### config.mk
export PLATFORM = sky130hd
export DESIGN_NAME = rx_ocm_loader
export DESIGN_NICKNAME = d
export VERILOG_FILES = /design/src/rtl/rx_ocm_loader_pkg.sv /design/src/rtl/rx_ocm_loader_rd_latency_pipe.sv /design/src/rtl/rx_ocm_loader.sv
export SDC_FILE = /design/constraint.sdc
export NUM_CORES = 1
export LEC_CHECK = 0
export CAP_MARGIN = 20
export CORE_MARGIN = 2
export CORE_UTILIZATION = 50
export CTS_BUF_LIST = sky130_fd_sc_hd__clkbuf_8
export DETAILED_ROUTE_END_ITERATION = 10
export PLACE_DENSITY = 0.76
export SYNTH_ARGS = -nofsm -noshare
export SYNTH_HDL_FRONTEND = slang
export SYNTH_HIERARCHICAL = 1
export SYNTH_SLANG_ARGS = --single-unit
### constraint.sdc
create_clock -name clk_i -period 18.8 [get_ports clk_i]
set_input_delay 3.76 -clock clk_i [delete_from_list [all_inputs] [get_ports clk_i]]
set_output_delay 3.76 -clock clk_i [all_outputs]
set_load 0.01 [all_outputs]
### src/rtl/rx_ocm_loader_pkg.sv
// rtl/rx_ocm_loader_pkg.sv - shared types and constants for the OCM-to-DFE loader
package rx_ocm_pkg;

  // Sequencer states
  typedef enum logic [2:0] {
    ST_IDLE      = 3'd0,
    ST_FETCH     = 3'd1,
    ST_BURST     = 3'd2,
    ST_WAIT_DONE = 3'd3,
    ST_STREAM    = 3'd4,
    ST_DRAIN     = 3'd5,
    ST_FINISH    = 3'd6
  } state_e;

  // Tap word layout inside mem_data[31:0]: {mantissa, shift}
  localparam int TAP_MANT_MSB  = 31;
  localparam int TAP_MANT_LSB  = 16;
  localparam int TAP_SHIFT_MSB = 15;
  localparam int TAP_SHIFT_LSB = 0;

  // Cycles spent in WAIT_DONE before the watchdog gives up
  localparam int WAIT_DONE_TIMEOUT = 64;

  // Samples sit directly after the tap words in OCM
  function automatic int unsigned sample_base_addr(input int unsigned num_taps);
    return num_taps;
  endfunction

endpackage

### src/rtl/rx_ocm_loader_rd_latency_pipe.sv
// rtl/rx_ocm_loader_rd_latency_pipe.sv - tracks {valid, is_sample} of each OCM read until its data returns
module rd_latency_pipe #(
  parameter int DEPTH = 2
) (
  input  logic clk_i,
  input  logic rst_i,
  input  logic valid_i,
  input  logic is_sample_i,
  output logic valid_o,
  output logic is_sample_o,
  output logic empty_o
);

  logic [DEPTH-1:0] valid_q;
  logic [DEPTH-1:0] sample_q;

  // Shift read tags forward one stage per cycle; reset drops every in-flight read
  always_ff @(posedge clk_i or posedge rst_i) begin
    if (rst_i) begin
      valid_q  <= '0;
      sample_q <= '0;
    end else begin
      valid_q[0]  <= valid_i;
      sample_q[0] <= is_sample_i;
      for (int i = 1; i < DEPTH; i++) begin
        valid_q[i]  <= valid_q[i-1];
        sample_q[i] <= sample_q[i-1];
      end
    end
  end

  assign valid_o     = valid_q[DEPTH-1];
  assign is_sample_o = sample_q[DEPTH-1];
  assign empty_o     = ~|valid_q;

endmodule

### src/rtl/rx_ocm_loader.sv
// rtl/rx_ocm_loader.sv - loads DFE taps from OCM then streams samples; RX_OCM_LOADER_TIMEOUT_EN adds a WAIT_DONE watchdog
module rx_ocm_loader
  import rx_ocm_pkg::*;
#(
  parameter int PULSE_RESPONSE_LENGTH = 5,
  parameter int SIGNAL_RESOLUTION     = 8,
  parameter int MEM_ADDR_WIDTH        = 12,
  parameter int NUM_SAMPLES           = 1024,
  parameter int READ_LATENCY          = 2
) (
  input  logic                         clk_i,
  input  logic                         rst_i,
  input  logic                         start_i,
  input  logic                         hold_i,
  output logic                         mem_rd_o,
  output logic [MEM_ADDR_WIDTH-1:0]    mem_addr_o,
  input  logic [63:0]                  mem_rdata_i,
  output logic                         load_mem_o,
  output logic [7:0]                   location_o,
  output logic [63:0]                  mem_data_o,
  input  logic                         done_wait_i,
  output logic [SIGNAL_RESOLUTION-1:0] signal_in_o,
  output logic                         signal_in_valid_o,
  output logic                         busy_o,
  output logic                         done_o,
  output logic                         error_o
);

  localparam int CNT_W     = ($clog2(NUM_SAMPLES + 1) > 5) ? $clog2(NUM_SAMPLES + 1) : 5;
  localparam int TAP_IDX_W = $clog2(PULSE_RESPONSE_LENGTH);

  localparam logic [CNT_W-1:0]          TAP_CNT   = CNT_W'(PULSE_RESPONSE_LENGTH);
  localparam logic [CNT_W-1:0]          SMP_CNT   = CNT_W'(NUM_SAMPLES);
  localparam logic [CNT_W-1:0]          SMP_LAST  = CNT_W'(NUM_SAMPLES - 1);
  localparam logic [4:0]                TAP_LAST  = 5'(PULSE_RESPONSE_LENGTH - 1);
  localparam logic [4:0]                K_LAST    = 5'(PULSE_RESPONSE_LENGTH + 1);
  localparam logic [MEM_ADDR_WIDTH-1:0] BASE_ADDR = MEM_ADDR_WIDTH'(sample_base_addr(PULSE_RESPONSE_LENGTH));

  state_e                         state_q;
  logic                           mem_rd_q;
  logic                           rd_sample_q;
  logic [MEM_ADDR_WIDTH-1:0]      mem_addr_q;
  logic                           load_mem_q;
  logic [7:0]                     location_q;
  logic [63:0]                    mem_data_q;
  logic                           busy_q;
  logic                           done_q;
  logic [CNT_W-1:0]               rd_cnt_q;
  logic [4:0]                     cap_q;
  logic [4:0]                     k_q;
  logic [63:0]                    tap_q [PULSE_RESPONSE_LENGTH];
  logic [SIGNAL_RESOLUTION-1:0]   sig_q;
  logic                           sig_valid_q;

`ifdef RX_OCM_LOADER_TIMEOUT_EN
  localparam logic [6:0] WD_LAST = 7'(WAIT_DONE_TIMEOUT - 1);
  logic [6:0] wd_q;
  logic       error_q;
`endif

  logic                 pipe_valid;
  logic                 pipe_sample;
  logic                 pipe_empty;
  logic [4:0]           k_next;
  logic [4:0]           loc_next;
  logic [TAP_IDX_W-1:0] burst_sel;
  logic [TAP_IDX_W-1:0] cap_sel;

  rd_latency_pipe #(
    .DEPTH(READ_LATENCY)
  ) u_rd_pipe (
    .clk_i       (clk_i),
    .rst_i       (rst_i),
    .valid_i     (mem_rd_q),
    .is_sample_i (rd_sample_q),
    .valid_o     (pipe_valid),
    .is_sample_o (pipe_sample),
    .empty_o     (pipe_empty)
  );

  // Burst skew: location runs one ahead of the tap word so the DFE lands tap[j] at index j
  always_comb begin
    k_next    = k_q + 5'd1;
    loc_next  = (k_next > TAP_LAST) ? TAP_LAST : k_next;
    burst_sel = (k_q > TAP_LAST) ? TAP_IDX_W'(TAP_LAST) : TAP_IDX_W'(k_q);
    cap_sel   = TAP_IDX_W'(cap_q);
  end

  // Main sequencer with registered outputs
  always_ff @(posedge clk_i or posedge rst_i) begin
    if (rst_i) begin
      state_q     <= ST_IDLE;
      mem_rd_q    <= 1'b0;
      rd_sample_q <= 1'b0;
      mem_addr_q  <= '0;
      load_mem_q  <= 1'b0;
      location_q  <= '0;
      mem_data_q  <= '0;
      busy_q      <= 1'b0;
      done_q      <= 1'b0;
      rd_cnt_q    <= '0;
      cap_q       <= '0;
      k_q         <= '0;
      for (int i = 0; i < PULSE_RESPONSE_LENGTH; i++) tap_q[i] <= '0;
`ifdef RX_OCM_LOADER_TIMEOUT_EN
      wd_q        <= '0;
      error_q     <= 1'b0;
`endif
    end else begin
      mem_rd_q    <= 1'b0;
      rd_sample_q <= 1'b0;
      done_q      <= 1'b0;
      unique case (state_q)
        ST_IDLE: begin
          if (start_i) begin
            busy_q   <= 1'b1;
            cap_q    <= '0;
            rd_cnt_q <= '0;
`ifdef RX_OCM_LOADER_TIMEOUT_EN
            error_q  <= 1'b0;
`endif
            if (done_wait_i) begin
              // Taps already resident in the DFE: go straight to samples
              state_q <= ST_STREAM;
              if (!hold_i) begin
                mem_rd_q    <= 1'b1;
                rd_sample_q <= 1'b1;
                mem_addr_q  <= BASE_ADDR;
                rd_cnt_q    <= CNT_W'(1);
              end
            end else begin
              state_q    <= ST_FETCH;
              mem_rd_q   <= 1'b1;
              mem_addr_q <= '0;
              rd_cnt_q   <= CNT_W'(1);
            end
          end
        end
        ST_FETCH: begin
          if (rd_cnt_q < TAP_CNT) begin
            mem_rd_q   <= 1'b1;
            mem_addr_q <= MEM_ADDR_WIDTH'(rd_cnt_q);
            rd_cnt_q   <= rd_cnt_q + CNT_W'(1);
          end
          if (pipe_valid && !pipe_sample) begin
            tap_q[cap_sel] <= mem_rdata_i;
            if (cap_q == TAP_LAST) begin
              state_q    <= ST_BURST;
              load_mem_q <= 1'b1;
              location_q <= '0;
              mem_data_q <= tap_q[0];
              k_q        <= '0;
              rd_cnt_q   <= '0;
            end else begin
              cap_q <= cap_q + 5'd1;
            end
          end
        end
        ST_BURST: begin
          if (k_q == K_LAST) begin
            load_mem_q <= 1'b0;
            state_q    <= ST_WAIT_DONE;
`ifdef RX_OCM_LOADER_TIMEOUT_EN
            wd_q       <= '0;
`endif
          end else begin
            k_q        <= k_next;
            location_q <= 8'(loc_next);
            mem_data_q <= tap_q[burst_sel];
          end
        end
        ST_WAIT_DONE: begin
          if (done_wait_i) begin
            state_q <= ST_STREAM;
`ifdef RX_OCM_LOADER_TIMEOUT_EN
          end else if (wd_q == WD_LAST) begin
            error_q <= 1'b1;
            done_q  <= 1'b1;
            state_q <= ST_FINISH;
          end else begin
            wd_q <= wd_q + 7'd1;
`endif
          end
        end
        ST_STREAM: begin
          if (rd_cnt_q == SMP_CNT) begin
            state_q <= ST_DRAIN;
          end else if (!hold_i) begin
            mem_rd_q    <= 1'b1;
            rd_sample_q <= 1'b1;
            mem_addr_q  <= BASE_ADDR + MEM_ADDR_WIDTH'(rd_cnt_q);
            rd_cnt_q    <= rd_cnt_q + CNT_W'(1);
            if (rd_cnt_q == SMP_LAST) state_q <= ST_DRAIN;
          end
        end
        ST_DRAIN: begin
          // Done once the last issued read has left the latency pipe
          if (!mem_rd_q && pipe_empty) begin
            done_q  <= 1'b1;
            state_q <= ST_FINISH;
          end
        end
        ST_FINISH: begin
          busy_q  <= 1'b0;
          state_q <= ST_IDLE;
        end
        default: begin
          busy_q  <= 1'b0;
          state_q <= ST_IDLE;
        end
      endcase
    end
  end

  // Register returning sample data towards the DFE
  always_ff @(posedge clk_i or posedge rst_i) begin
    if (rst_i) begin
      sig_q       <= '0;
      sig_valid_q <= 1'b0;
    end else begin
      sig_valid_q <= pipe_valid & pipe_sample;
      if (pipe_valid && pipe_sample) sig_q <= mem_rdata_i[SIGNAL_RESOLUTION-1:0];
    end
  end

  assign mem_rd_o          = mem_rd_q;
  assign mem_addr_o        = mem_addr_q;
  assign load_mem_o        = load_mem_q;
  assign location_o        = location_q;
  assign mem_data_o        = mem_data_q;
  assign signal_in_o       = sig_q;
  assign signal_in_valid_o = sig_valid_q;
  assign busy_o            = busy_q;
  assign done_o            = done_q;
`ifdef RX_OCM_LOADER_TIMEOUT_EN
  assign error_o           = error_q;
`else
  assign error_o           = 1'b0;
`endif

endmodule

# == Word-level counts from Yosys, hierarchy flattened ==
# Index checks and enable logic that the tools add are counted.
# totals
register_bits,446
in_bits,69
out_inout_bits,98
word_cells,147
# op_classes
addsub,4
magnitude_cmp,6
eq_ne,23
muxes,68
bitwise,4
reduce_logical,21
# op_table
operator,count
two-way mux 64 bit,6
bitwise mux 320 bit,1
binary-select mux 64 bit (select 3 bit),1
demux 64 bit (select 3 bit),1
one-hot mux 64 bit (2 select lines),1
two-way mux 11 bit,7
two-way mux 12 bit,6
one-hot mux 12 bit (3 select lines),1
two-way mux 5 bit,7
two-way mux 3 bit,11
one-hot mux 11 bit (3 select lines),1
two-way mux 8 bit,3
"!= test 2 bit, second input constant",11
one-hot mux 5 bit (2 select lines),2
one-hot mux 3 bit (6 select lines),1
one-hot mux 8 bit (2 select lines),1
AND reduction 4 bit,4
two-way mux 1 bit,14
"adder 3 x 11 -> 12 bit, first input constant",1
"adder 11 x 1 -> 11 bit, second input constant",1
"== test 11 x 10 -> 1 bit, second input constant",1
"== test 11 bit, second input constant",1
"less-than comparator 11 x 3 -> 1 bit, second input constant",1
"adder 5 x 1 -> 5 bit, second input constant",2
other kinds (23),40

# == Depth between registers and ports, before layout ==
# Gate-level depths: netlist (run 1).
# depth
depth_word,8
mapped_depth,11
mapped_depth_nobuf,7

# == Hierarchy ==
# Netlist (run 1), hierarchy kept.
# by_module_without_submodules
module,n_inst,cells_per_inst,area_per_inst_um2,seq_area_each_um2
rx_ocm_loader,1,1612,19573.8,10985.5
rd_latency_pipe,1,6,107.6,100.1

# == Worst setup path before layout (run 1) ==
# OpenSTA, ideal clock, no wires.
# synth_timing
path_type,input -> register
start,in start_i
end,reg mem_addr_q[11] (netlist: mem_addr_o[11])
setup_ps,110
arrival_ps,5119
setup_slack_ps,13571
path_stages,5
cell_sequence,nor4b_1 > o21ai_0 > o221a_2 > buf_2 > o41ai_1
# synth_via
elab_chain_len,2
# synth_rtl
item,line_no,source
start: declaration,rx_ocm_loader.sv:13,"input logic start_i,"
!= test 2 bit (no line),-,
AND reduction 6 bit (no line),-,
end signal: assignment,rx_ocm_loader.sv:142,mem_addr_q <= MEM_ADDR_WIDTH'(rd_cnt_q);
end signal: assignment,rx_ocm_loader.sv:191,mem_addr_q <= BASE_ADDR + MEM_ADDR_WIDTH'(rd_cnt_q);
end: declaration,rx_ocm_loader.sv:42,logic [MEM_ADDR_WIDTH-1:0] mem_addr_q;
# No other way between the ends.
# A chain may end at the register's enable or synchronous reset.

==> summary.md, run 1 <==
| Metric | Value |
|---|---|
| Sequential element share of the synthesized area | `0.563` |
| CTS buffer count | `75` |
| Fin worst setup slack | `13050 ps` |
| CP startpoint kind | `input pin` |
| Worst path required time | `just under 20000 ps` |
| Final Cycle Share | `0.306` |
| Clock Skew | `around 33 ps` |
| Die area | `between 40000 and 50000 um^2` |
| First-pass GRT wire length | `around 81000 um` |
| Vias post-DR | `14200` |
| CORE AREA | `approximately 39000 um^2` |
| Via/cell ratio | `6.09` |
| IO buf count | `around 160` |
| DP Worst Slack | `approximately 12000 ps` |
| Placed insts | `around 2200` |
| Multi-input logic area | `approximately 8000 um^2` |
| HP Class | `reg2reg` |
| Residual DRC count | `0` |
| Cell variety after synth | `between 60 and 70` |
| RSZ-0062 raised after global routing | `no` |
| H-tree depth | `3` |
| Die width | `approximately 200 um` |
| Clk buf depth | `3` |
| Most frequent cells in the layout | `dfrtp_1, mux2_2, clkdlybuf4s50_1, a21oi_1, nand2_1` |
| Lkg Pwr | `around 11 nW` |
| Tot Pwr | `1.92 mW` |
| CTS clk-pin slew, worst paths | `around 60 ps` |
| Post_cts resized | `0` |
| Postcts setup bufs | `0` |
| Final wirelength | `50800 um` |
| Min Hold Slack | `about 350 ps` |
| Power density cells | `83.2 nW/um^2` |
| Starting Density | `0.508` |
| Fin cells | `about 2300` |
| Core Rows | `between 70 and 80` |
| EDFF count, synth | `0` |
| Hold Vio Cnt, Final | `0` |
| Setup TNS | `0 ps` |
| Placer Congestion | `between 0.8 and 0.9` |
| Async set-or-reset flop fraction in the synthesized netlist | `1.00` |
| # hold bufs at CTS | `0` |
| Crit. End Element | `asynchronous set/reset pin` |
| Io pins | `between 150 and 200` |
| Tmin final | `5750 ps` |
| Initial antenna violation count | `2` |
| Drt wl/cell | `approximately 22 um` |
| Sequential cell area | `11100 um^2` |
| Die Y | `a little over 200 um` |
| Synthesized cell area | `19700 um^2` |
| Area growth, synth to finish | `17.4%` |
| Post-synthesis instance total | `~1600` |
| Largest net degree at the start of global routing | `about 120` |
| Share of post-route cells with drive strength above 1 | `0.252` |
| Antenna Violating Nets Remaining | `0` |
| YS warnings | `6` |
| Synthesized area per cell | `~12 um^2` |
| Max VDD drop | `51.1 uV` |
| Initial detailed-routing violation count | `1118` |
| GRT overflow | `0` |
| Root Buffer | `clkbuf_8` |
| Top FF cell, synth | `dfrtp_1` |
| Flops & latches, synth | `around 440` |
| Max FO, Critical Path | `121` |
| Drt pass-1 iters | `5` |
| Status | `completed` |
| Most common cell after layout, fill and taps aside | `dfrtp_1` |
| Critical path class | `in2async` |
| Sink Count | `roughly 440` |
| DP HPWL | `27700 um` |
| Fill count | `3150` |
| Max-slew headroom | `0.282` |
| Global Route Usage Sum | `0.250` |
| Crit path DAT | `between 6000 and 7000 ps` |
| Fmax | `between 0.15 and 0.2 GHz` |
| CTS tree | `yes` |
| Worst Tran Pin Value | `1080 ps` |
| Max-Cap Viols | `0` |
| Vias in the first global route | `between 10000 and 15000` |
| Nets | `1841` |
| Later-pin clock latency in the skew report | `about 620 ps` |
| Slew Limit Fails | `0` |
| Final setup viols | `0` |
==> per-stage QoR <==
stage	instance area [um^2]	util
final	23100	0.596
after global routing	23100	0.596
after CTS	23000	0.594
after detailed placement	21600	0.558
after global placement	21600	0.558
after floorplan	19700	-
==> where the power goes <==
part / switching, mW / total (mW) / internal [mW]
logic: 0.0659 / 0.124 / 0.0584
clock network: 0.377 / 0.796 / 0.418
registers: 0.0255 / 1.00 / 0.977
==> synthesized netlist by cell type, drive strengths merged (4+ instances only) <==
master,number,area share
a21oi,150,0.038
xor2,7,0.0031
o221ai,66,0.029
a21o,5,0.0019
nand3,10,0.0025
nor3,10,0.0048
nand2,102,0.019
nand4,9,0.0029
o21ai,94,0.024
clkbuf,91,0.017
ha,8,0.0051
nor2,26,0.0050
inv,17,0.0032
nor3b,4,0.0018
and3,4,0.0013
mux2,332,0.19
dfrtp,443,0.56
o31ai,4,0.0015
o22ai,69,0.022
and2,7,0.0022
or3,4,0.0013
nand2b,4,0.0013
o21a,65,0.025
buf,37,0.013
==> area by class of cell <==
class                      count  area share
antenna                        1    0.000108
clock buffer                  87      0.0518
clock inverter                37     0.00715
inverter                      17     0.00309
multi-input combinational   1033       0.346
sequential                   443       0.480
tap                          518      0.0281
timing repair buffer         194      0.0839
==> cells by family (layout without fill, tap and decap cells) <==
kind of cell / after synthesis / after routing / share of synthesized area
compound gates: 484 / 484 / 0.155
fa+ha+maj: 8 / 8 / 0.00509
other cells: 1 / 5 / 0.000191
flops: 443 / 443 / 0.563
xor+xnor: 8 / 8 / 0.00356
buf+inv: 145 / 335 / 0.0334
simple gates: 197 / 197 / 0.0496
mux: 332 / 332 / 0.190
==> registers in the layout (all words and copies together) (netlist names), 3 cells and up <==
register	flops
tap_q	320
state_q	3
signal_in_o	8
cap_q	5
mem_addr_o	12
location_o	5
rd_cnt_q	11
mem_data_o	64
k_q	5
==> metal layers <==
layer | part of all wire | track usage
met2 | 0.48 | 0.406
met5 | 0.00026 | 0
met1 | 0.43 | 0.337
met3 | 0.064 | 0.0480
met4 | 0.023 | 0.0912
==> worst max-delay path, stage by stage <==
cell,delay [ps]
clkdlybuf4s50_1,510
inv_8,530
buf_4,780
buf_4,300
buf_16,320
==> worst paths after layout <==
path,from,to,slack [ps],depth (start not counted)
worst min register to register,rd_sample_q$_DFF_PP0_,u_rd_pipe/sample_q[0]$_DFF_PP0_,350,0
worst min-delay path,rd_sample_q$_DFF_PP0_,u_rd_pipe/sample_q[0]$_DFF_PP0_,350,0
max in group clk_i,location_o[0]$_DFFE_PP0P_,location_o[0],13420,1
min in group asynchronous,rst_i,u_rd_pipe/sample_q[0]$_DFF_PP0_,3490,2
worst max-delay path,rst_i,mem_data_o[44]$_DFFE_PP0P_,13050,5
worst max register to register,state_q[0]$_DFFE_PP0P_,tap_q[107]$_DFFE_PP0P_,15440,5
Note: power is estimated with default switching activity, not from simulation.
==> inputs of run 2 (changes only) <==
clock period = 5.52 ns   (was 18.8 ns; I/O delays follow)
==> summary.md, run 2 (same netlist as run 1, synthesis figures left out) <==
| Metric | Value |
|---|---|
| CTS buffer count | `75` |
| Most frequent cells in the layout | `dfrtp_1, mux2_2, clkdlybuf4s50_1, a21oi_1, nand2_1` |
| DP HPWL | `27700 um` |
| RR Startpoint | `state_q[0]$_DFFE_PP0P_` |
| Io pins | `167` |
| Largest net degree at the start of global routing | `roughly 160` |
| GRT overflow | `0` |
| Nets | `roughly 1800` |
| Lkg Pwr | `10.7 nW` |
| CTS tree | `yes` |
| CP cell instances | `or3b_1 -> or3_1 -> nor3_4 -> buf_4 -> mux2_2` |
| Max VDD drop | `between 150 and 200 uV` |
| Max-slew headroom | `0.241` |
| WHS Endpoint | `u_rd_pipe/sample_q[0]$_DFF_PP0_` |
| Worst path required time | `6010 ps` |
| Via/cell ratio | `slightly above 6` |
| Instance area after placement | `21600 um^2` |
| Die Y | `just over 200 um` |
| Hold Vio Cnt, Final | `0` |
| Hold path depth | `0` |
| Postcts setup bufs | `0` |
| Power density cells | `293 nW/um^2` |
| Most common cell after layout, fill and taps aside | `dfrtp_1` |
| Critical path class | `reg2reg` |
| Cell at the slowest stage of the critical path | `nor3_4` |
| Final core utilization | `0.598` |
| Tmin final | `between 3000 and 4000 ps` |
| Worst r2r dst | `tap_q[289]$_DFFE_PP0P_` |
| Hold Crit Start | `rd_sample_q$_DFF_PP0_` |
| Crit path DAT | `about 4000 ps` |
| Sink Count | `approximately 440` |
| Worst reg-to-reg path cell count | `5` |
| Area growth, synth to finish | `17.8%` |
| Drt pass-1 iters | `6` |
| Setup TNS | `0 ps` |
| RSZ-0062 raised after global routing | `no` |
| Placed insts | `between 2000 and 2500` |
| IO buf count | `162` |
| Crit. End Element | `register` |
| Residual DRC count | `0` |
| Starting Density | `0.508` |
| Die area | `roughly 41000 um^2` |
| H-tree depth | `3` |
| Vias in the first global route | `between 10000 and 15000` |
| Final setup viols | `0` |
| Clk buf depth | `3` |
| Later-pin clock latency in the skew report | `just over 600 ps` |
| Final Cycle Share | `0.640` |
| Worst Tran Pin Value | `around 1100 ps` |
| Die width | `slightly above 200 um` |
| Biggest register | `tap_q` |
| Min Hold Slack | `roughly 340 ps` |
| Crit path max-delay family | `simple AND/OR/NAND/NOR gates` |
| Clock Skew | `~30 ps` |
| Post_cts resized | `0` |
| Setup slack, reg-to-reg | `a little under 2000 ps` |
| CP startpoint kind | `register` |
| Antenna Violating Nets Remaining | `0` |
| Slowest Stage Delay on Critical Path | `roughly 710 ps` |
| Root Buffer | `clkbuf_8` |
| Drt wl/cell | `around 22 um` |
| Placer Congestion | `around 0.85` |
| Vias post-DR | `14100` |
| First-pass GRT wire length | `80700 um` |
| Fin cells | `2333` |
| Max-Cap Viols | `0` |
| Core Rows | `72` |
| Design Area, Final | `between 20000 and 25000 um^2` |
| Status | `completed` |
| Initial detailed-routing violation count | `~1000` |
| Slew Limit Fails | `0` |
| Share of post-route cells with drive strength above 1 | `0.256` |
| Crit path launch | `state_q[0]$_DFFE_PP0P_` |
| WP buf/inv | `1` |
| Fmax | `between 0.2 and 0.3 GHz` |
| Initial antenna violation count | `2` |
| Max FFs per register | `320` |
| Global Route Usage Sum | `0.247` |
| CORE AREA | `~39000 um^2` |
| Final wirelength | `50300 um` |
| # hold bufs at CTS | `0` |
| Diodes inserted | `0` |
| HP Class | `reg2reg` |
| CTS clk-pin slew, worst paths | `around 60 ps` |
| Max FO, Critical Path | `27` |
[run 2: cell count changes in the layout (fill, tap and decap cells not counted), moves of 2 or more]
cell      before  now
buf_16         3    0
clkbuf_8      87   97
clkinv_2       3    7
buf_12         1    4
buf_4         27   21
inv_1         45   41
inv_6          3    1
[run 2: worst max-delay path by stage]
stage | depth (start not counted) | endpoint | slack, ps
after CTS | 5 | tap_q[289]$_DFFE_PP0P_ | 2050
final | 5 | tap_q[289]$_DFFE_PP0P_ | 1990
after global routing | 5 | tap_q[267]$_DFFE_PP0P_ | 1850
after global placement | 6 | mem_addr_o[10]$_DFFE_PP0P_ | 2060
after floorplan | 1 | busy_o$_DFFE_PP0P_ | -1520
after detailed placement | 6 | mem_addr_o[10]$_DFFE_PP0P_ | 2050
[run 2: final cells by class]
class	count	area, um^2
multi-input combinational	1033	7990
timing repair buffer	188	1860
sequential	443	11100
tap	518	648
clock buffer	97	1340
inverter	17	67.6
fill	3126	15600
clock inverter	37	194
[run 2: stage by stage]
step	setup slack, ps	power, mW
after floorplan	-1520	3.69
after global placement	2060	3.88
after detailed placement	2050	3.89
after CTS	2050	6.86
after global routing	1850	7.06
final	1990	6.79
[run 2: power by group]
part / switching [mW] / leakage (nW) / total, mW / internal, mW
combinational: 0.226 / 3.89 / 0.421 / 0.195
clock: 1.33 / 0.883 / 2.96 / 1.62
sequential: 0.0874 / 5.97 / 3.41 / 3.33
[run 2: layer usage]
| metal | routed length, um | share of wire | track usage |
|---|---|---|---|
| met1 | 21700 | 0.43 | 0.334 |
| met2 | 24500 | 0.49 | 0.401 |
| met3 | 2980 | 0.059 | 0.0429 |
| met4 | 1110 | 0.022 | 0.0959 |
| met5 | 26 | 0.00052 | 0 |
==> inputs of run 3 (changes only) <==
clock period = 3.6 ns   (was 5.52 ns; I/O delays follow)
==> summary.md, run 3 (same netlist as run 1, synthesis figures left out) <==
| Metric | Value |
|---|---|
| WP buf/inv | `1` |
| Tmin final | `~2900 ps` |
| CTS clk-pin slew, worst paths | `50 ps` |
| Worst Tran Pin Value | `1030 ps` |
| HP Class | `reg2reg` |
| Root Buffer | `clkbuf_8` |
| CP cell instances | `or3b_1 -> or3_1 -> nor3_4 -> buf_4 -> mux2_2` |
| Status | `completed` |
| IO buf count | `roughly 160` |
| Vias in the first global route | `14800` |
| Die width | `roughly 200 um` |
| Area growth, synth to finish | `18.8%` |
| Clk buf depth | `3` |
| Final setup viols | `0` |
| Initial detailed-routing violation count | `approximately 1000` |
| Nets | `~1900` |
| Die area | `around 41000 um^2` |
| Crit path max-delay family | `simple AND/OR/NAND/NOR gates` |
| Antenna Violating Nets Remaining | `0` |
| Biggest register | `tap_q` |
| Slowest Stage Delay on Critical Path | `580 ps` |
| Cell at the slowest stage of the critical path | `or3b_1` |
| Core Rows | `72` |
| Vias post-DR | `14000` |
| Crit. End Element | `register` |
| Power density cells | `445 nW/um^2` |
| Max FO, Critical Path | `30` |
| Sequential cell area | `~11000 um^2` |
| Residual DRC count | `0` |
| Final wirelength | `approximately 50000 um` |
| Largest net degree at the start of global routing | `83` |
| RSZ-0062 raised after global routing | `no` |
| Post_cts resized | `0` |
| Io pins | `~170` |
| CTS buffer count | `74` |
| Max-slew headroom | `0.316` |
| Slew Limit Fails | `0` |
| Sink Count | `443` |
| Diodes inserted | `0` |
| Max FFs per register | `between 300 and 400` |
| Die Y | `202 um` |
| CTS tree | `yes` |
| Max-Cap Viols | `0` |
| Final Cycle Share | `0.812` |
| Max VDD drop | `between 200 and 250 uV` |
| Starting Density | `0.508` |
| Initial antenna violation count | `0` |
| Hold Vio Cnt, Final | `0` |
| Postcts setup bufs | `0` |
| Via/cell ratio | `between 5 and 6` |
| Fill count | `~3100` |
| Final core utilization | `0.604` |
| Placed insts | `2215` |
| Most frequent cells in the layout | `dfrtp_1, mux2_2, clkdlybuf4s50_1, a21oi_1, nand2_1` |
| First-pass GRT wire length | `slightly above 80000 um` |
| Later-pin clock latency in the skew report | `630 ps` |
| Drt wl/cell | `about 22 um` |
| # hold bufs at CTS | `0` |
| Fmax | `around 0.34 GHz` |
| Critical path class | `reg2reg` |
| Worst path required time | `approximately 4100 ps` |
| Multi-input logic area | `around 8000 um^2` |
| Drt pass-1 iters | `6` |
| Placer Congestion | `0.864` |
| Global Route Usage Sum | `0.249` |
| CORE AREA | `slightly below 40000 um^2` |
| GRT overflow | `0` |
| Fin cells | `2342` |
| Share of post-route cells with drive strength above 1 | `0.261` |
| DP HPWL | `29200 um` |
| Crit path DAT | `approximately 3400 ps` |
| Most common cell after layout, fill and taps aside | `dfrtp_1` |
| Clock Skew | `~35 ps` |
| CP startpoint kind | `register` |
| H-tree depth | `3` |
| Lkg Pwr | `about 11 nW` |
## run 3: cell count changes in the layout (fill, tap and decap cells not counted), moves of 2 or more
cell / delta
clkinvlp_4: +2
clkbuf_8: -6
buf_12: +9
buf_4: +8
inv_1: -2
bufinv_16: +2
clkinv_2: -3
## run 3: metal layers
layer / GRT usage / routed length [um]
met5: 0 / 0
met4: 0.0972 / 1190
met3: 0.0376 / 2570
met2: 0.410 / 24600
met1: 0.334 / 22100
## run 3: worst register-to-register path, delay by kind of cell (launching register included)
kind | cells | cell delay [ps]
mux | 1 | 410
buf+inv | 1 | 500
flops | 1 | 530
simple gates | 3 | 1380
## run 3: worst paths after layout
path / start / end / slack (ps) / cells past startpoint
max in group asynchronous: rst_i / tap_q[283]$_DFFE_PP0P_ / 2000 / 3
max: state_q[2]$_DFFE_PP0P_ / tap_q[167]$_DFFE_PP0P_ / 680 / 5
min reg2reg: rd_sample_q$_DFF_PP0_ / u_rd_pipe/sample_q[0]$_DFF_PP0_ / 350 / 0
max reg2reg: state_q[2]$_DFFE_PP0P_ / tap_q[167]$_DFFE_PP0P_ / 680 / 5
min in group asynchronous: rst_i / u_rd_pipe/valid_q[1]$_DFF_PP0_ / 380 / 2
min: rd_sample_q$_DFF_PP0_ / u_rd_pipe/sample_q[0]$_DFF_PP0_ / 350 / 0
## run 3: layout make-up
type / instances / share of cell area
Clock inverter: 36 / 0.0104
Sequential cell: 443 / 0.474
Multi-Input combinational cell: 1033 / 0.342
Timing Repair Buffer: 204 / 0.0898
Clock buffer: 91 / 0.0536
Tap cell: 518 / 0.0277
Inverter: 17 / 0.00289
## run 3: power by group
| part | leakage (nW) | internal (mW) | switching, mW |
|---|---|---|---|
| combinational | 4.00 | 0.307 | 0.344 |
| clock | 0.844 | 2.49 | 2.03 |
| sequential | 5.97 | 5.10 | 0.131 |
| total | 10.8 | 7.90 | 2.50 |
## run 3: metrics by stage
stage / TNS (ps) / area, um^2 / worst slack (ps) / power, mW / hold slack, ps
final: 0 / 23400 / 678 / 10.4 / 351
after global routing: 0 / 23400 / 546 / 10.8 / 361
after floorplan: -1339500 / 19700 / -3050 / 5.65 / 331
after CTS: 0 / 23400 / 686 / 10.5 / 340
after detailed placement: 0 / 21900 / 692 / 5.97 / 336
after global placement: 0 / 21900 / 769 / 5.95 / 332
